File: src/rtl/reg16_arbiter.sv
// reg16_arbiter: round-robin write arbiter and sequencer for one shared 16-bit register.
// Ports:
//   clk      rising-edge system clock
//   reset    asynchronous active-high reset
//   req      per-requester write request, bit i = requester i
//   wdata    per-requester write data, requester i on wdata[16i+15:16i]
//   grant    one-hot, requester whose write is in flight (WRITE and DONE)
//   ack      one-hot single-cycle pulse when the write has committed
//   busy     high whenever the sequencer is not idle
//   reg_out  current contents of the shared register
module reg16bit (
  input  logic        clk,
  input  logic        load,
  input  logic [15:0] d,
  output logic [15:0] q
);
  always_ff @(posedge clk)
    if (load) q <= d;
endmodule

module reg16_arbiter (
  input  logic        clk,
  input  logic        reset,
  input  logic [3:0]  req,
  input  logic [63:0] wdata,
  output logic [3:0]  grant,
  output logic [3:0]  ack,
  output logic        busy,
  output logic [15:0] reg_out
);
  typedef enum logic [1:0] {CLEAR, IDLE, WRITE, DONE} state_t;
  state_t      state;
  logic [1:0]  ptr;
  logic [1:0]  win;
  logic [15:0] hold;
  logic        load;
  logic [15:0] d;
  // Scan from farthest to nearest so the requester closest after ptr wins last;
  // offset 4 wraps to ptr itself, giving the last winner the lowest priority.
  always_comb begin
    win = ptr;
    for (int k = 4; k >= 1; k--)
      if (req[ptr + 2'(k)]) win = ptr + 2'(k);
  end
  assign load = (state == CLEAR) || (state == WRITE);
  assign d    = (state == WRITE) ? hold : 16'h0000;
  always_ff @(posedge clk or posedge reset)
    if (reset) begin
      state <= CLEAR;
      ptr   <= 2'd3;
      hold  <= '0;
      grant <= '0;
      ack   <= '0;
      busy  <= 1'b1;
    end else begin
      case (state)
        CLEAR: begin
          state <= IDLE;
          busy  <= 1'b0;
        end
        IDLE: if (|req) begin
          state <= WRITE;
          ptr   <= win;
          hold  <= wdata[{win, 4'b0000} +: 16];
          grant <= 4'b0001 << win;
          busy  <= 1'b1;
        end
        WRITE: begin
          state <= DONE;
          ack   <= grant;
        end
        default: begin
          state <= IDLE;
          grant <= '0;
          ack   <= '0;
          busy  <= 1'b0;
        end
      endcase
    end
  reg16bit u_reg (
    .clk  (clk),
    .load (load),
    .d    (d),
    .q    (reg_out)
  );
endmodule

File: config.mk
export PLATFORM = sky130hd
export DESIGN_NAME = reg16_arbiter
export DESIGN_NICKNAME = d
export VERILOG_FILES = /design/src/rtl/reg16_arbiter.sv
export SDC_FILE = /design/constraint.sdc
export NUM_CORES = 1
export LEC_CHECK = 0
export CAP_MARGIN = 10
export CORE_MARGIN = 5
export CORE_UTILIZATION = 44
export DETAILED_ROUTE_END_ITERATION = 7
export GPL_TIMING_DRIVEN = 0
export PLACE_DENSITY_LB_ADDON = 0.1
export SYNTH_ARGS = -nofsm -noshare
export SYNTH_HDL_FRONTEND = slang
export SYNTH_HIERARCHICAL = 1
export SYNTH_SLANG_ARGS = --single-unit
export TNS_END_PERCENT = 10
File: constraint.sdc
create_clock -name clk -period 2.44 [get_ports clk]
set_clock_uncertainty 0.05 [all_clocks]
set_input_delay 0.488 -clock clk [delete_from_list [all_inputs] [get_ports clk]]
set_output_delay 0.488 -clock clk [all_outputs]
set_load 0.02 [all_outputs]
==> flow_summary_export.csv <==
group,metric,value,unit
yosys,synth_xor_area_share,0,%
yosys,ys.warnings.count,6,
finish,antenna_cells,0,
route,routed-via-count,2126,
floorplan,start_util,45.0,%
place,routabilityCongestion,0.770,
worst_hold_path,hp-class,"in -> async",
route,drcViolationCount,0,
clock_tree,clkSinkCount,45,
power,power_frac_seq,33.2,%
route,routed_wirelength,6750,um
route,antenna_left,0,
route,first_pass_iters,4,
grt,grt.overflow.total,0,
clock_tree,clkLatencyLatePin,0.30,ns
grt,antenna_found_initial,0,
timing,max_freq,419,MHz
setup_path,critical_path_required,2.55,ns
yosys,syn-cell-area,2460,um^2
flow_run,cap_violations,0,
grt,first_global_vias,2161,
yosys,synth-compound-area-share,22.0,%
timing,min_period_over_period,97.7,%
yosys,syn_nets,304,
yosys,synth_cell_type_count,30,
clock_tree,cts_tree,"done",
timing,timing.hold.ws,0.457,ns
timing,worst_pin_slew,0.765,ns
setup_path,crit_slowest_cell,"a2111oi_0",
setup_path,critical_path_class,"in -> reg",
route,wire_per_inst,16.7,um
setup_path,max_stage_delay,0.54,ns
finish,n_fill_cell,470,
clock_tree,max-clock-path-buffers,2,
setup_path,path_common_cell,"buf_6",
timing,max_slew_margin,49.0,%
yosys,ys_ff_latch,45,
route,vias_per_cell,5.25,
yosys,synthTopCellsByArea,"dfrtp_1 26%, edfxtp_1 19%, mux2i_1 6.5%, and2_1 4.3%, a2111oi_0 4.3%",
power,p_sw,1.71,mW
setup_path,crit_arrival,2.50,ns
setup_path,crit_family,"buffers and inverters",
timing,min_period,2.38,ns
finish,syn_to_final_growth,46.9,%
power,p_leak,1.47,nW
yosys,synth_flop_cell,"dfrtp_1",
floorplan,die_area,7200,um^2
floorplan,die_y,84.8,um
clock_tree,cts-root-buf,"clkbuf_8",
setup_path,critPathLaunchType,"input pin",
power,p_per_area,1160,nW/um^2
outcome,status,"finished, final reports clean",
clock_tree,path_clk_slew,0.09,ns
setup_path,path_cells,"clkdlybuf4s50_1 -> nor2b_2 -> o21bai_4 -> and3_4 -> buf_6 -> buf_6 -> a2111oi_0 -> a211oi_1",
power,switching_share,40.9,%
timing,drv_slew,0,
timing,hold_viol,0,
yosys,synth.most_common_cell,"dfrtp_1",
power,p_int,2.48,mW
yosys,yosys.area.top_type,"dfrtp_1",
finish,drive_above_1_share,10.8,%
setup_path,endpoint_kind,"register",
clock_tree,cts_buffers,5,
yosys,yosys-top-cells-count,"26 x dfrtp_1, 25 x nor2_1, 20 x inv_1",
grt,grt_first_pass_wirelength,10900,um
setup_path,critPathMaxFanout,10,
timing,setup_violations,0,
yosys,synth-adder-area-share,2.03,%
place,dp_hpwl,5000,um
floorplan,pin_count,95,
route,drtIter0Drc,96,
floorplan,coreArea,5470,um^2
yosys,synth_top_family_by_area,"compound AO/OA/AOI/OAI gates",
floorplan,die_x,84.8,um
clock_tree,h-tree-depth,2,
power,p_comb_share,55.2,%
yosys,netlist_instances,230,
timing,rsz0062_at_grt,"no",
floorplan,rows,27,
finish,fin_nets,406,
finish,fin_util,66.1,%
setup_path,cp_num_buf_inv,3,
power,clkPwrFrac,11.5,%
yosys,synth-simple-area-share,12.9,%
yosys,synth_edf_count,16,
yosys,synthMuxAreaShare,6.50,%
yosys,ys_async_sr_fraction,64.4,%
place,dp.cells,396,
timing,setup_tns,0,ns
finish,fin_cells,405,
grt,grtUsageTotal,18.9,%
yosys,ys_seq_area_share,49.1,%
yosys,avgSynthCellArea,10.7,um^2
grt,grt_max_degree,30,
power,ir_drop,502,uV
place,place.port_buffers,94,
yosys,synth_top_cell_area_share,26.4,%
## power groups by stage
stage	Combinational (mW)	Sequential [mW]	Clock, mW
floorplan	1.26	1.61	0
finish	2.31	1.39	0.483
detailed placement	2.32	1.41	0
CTS	2.33	1.39	0.487
global placement	2.27	1.39	0
global route	2.50	1.44	0.520
## per-layer routing
| metal | GRT usage [%] | vias to the layer above | share of wire (%) |
|---|---|---|---|
| li1 | - | 1048 | - |
| met1 | 24.8 | 991 | 43 |
| met2 | 31.8 | 74 | 48 |
| met3 | 3.40 | 13 | 7.0 |
| met4 | 5.90 | 0 | 1.6 |
| met5 | 0 | - | 0 |
## kinds of logic (layout without fill, tap and decap cells)
logic type / count (synthesis) / in the layout
buffers and inverters: 36 / 139
multiplexers: 16 / 16
AND/OR/NAND/NOR: 64 / 64
AO/OA/AOI/OAI: 65 / 65
flip-flops: 45 / 45
adder cells (fa/ha/maj): 4 / 4
## what timing repair did
action / CTS / global route
gates resized for setup: 2 / 5
endpoints found under the setup margin: 1 / 3
setup buffers: 0 / 0
hold buffers: 0 / 0
## layout by cell type, fill, tap and decap left out, types with 5 or more instances in the layout
master	count
buf_6	6
a31oi_1	16
edfxtp_1	16
nor2_1	25
a2111oi_0	11
and2_1	17
clkdlybuf4s50_1	94
a211oi_1	12
o21ai_0	8
clkbuf_1	6
nand3_1	5
mux2i_1	16
clkbuf_8	6
dfrtp_1	26
inv_1	19
nand2_1	9
## area by class of cell
cell class	count	area [um^2]	area share [%]
multi-input combinational	149	1070	29.7
inverter	20	75.1	2.07
clock buffer	8	90.1	2.49
timing repair buffer	95	968	26.8
sequential	45	1210	33.4
tap	72	90.1	2.49
buffer	16	113	3.11
## registers in the layout, summed over array words and instances, names as in the netlist
name and flops:
ack 4, busy 1, grant 4, hold 16
ptr 2, state 2, u_reg/q 16
## stage by stage
stage	total power, mW	instance area [um^2]	setup slack, ns
finish	4.19	3620	0.0553
global route	4.46	3620	0.00253
CTS	4.21	3590	0.0381
detailed placement	3.73	3500	-0.337
global placement	3.66	3500	-0.259
floorplan	2.87	2460	0.546
## final timing paths
check                       start  endpoint  slack (ns)  cells after the start
hold reg to reg            ack[3]    ack[3]        0.46                      2
max in group asynchronous   reset  hold[13]        1.42                      3
setup reg to reg           ptr[0]   hold[6]        0.30                      6
min in group clk           ack[3]    ack[3]        0.46                      2
hold / removal              reset   hold[8]        0.46                      2
setup / recovery           req[1]   hold[6]        0.06                      8
## worst register-to-register path: stages, from the launching register on
cell and delay, ns:
dfstp_2 0.59, nor2b_2 0.07, o21ai_4 0.27, clkbuf_2 0.29, a31oi_1 0.11, a2111oi_0 0.53, a211oi_1 0.10
Power figures use the tool's default switching activity.
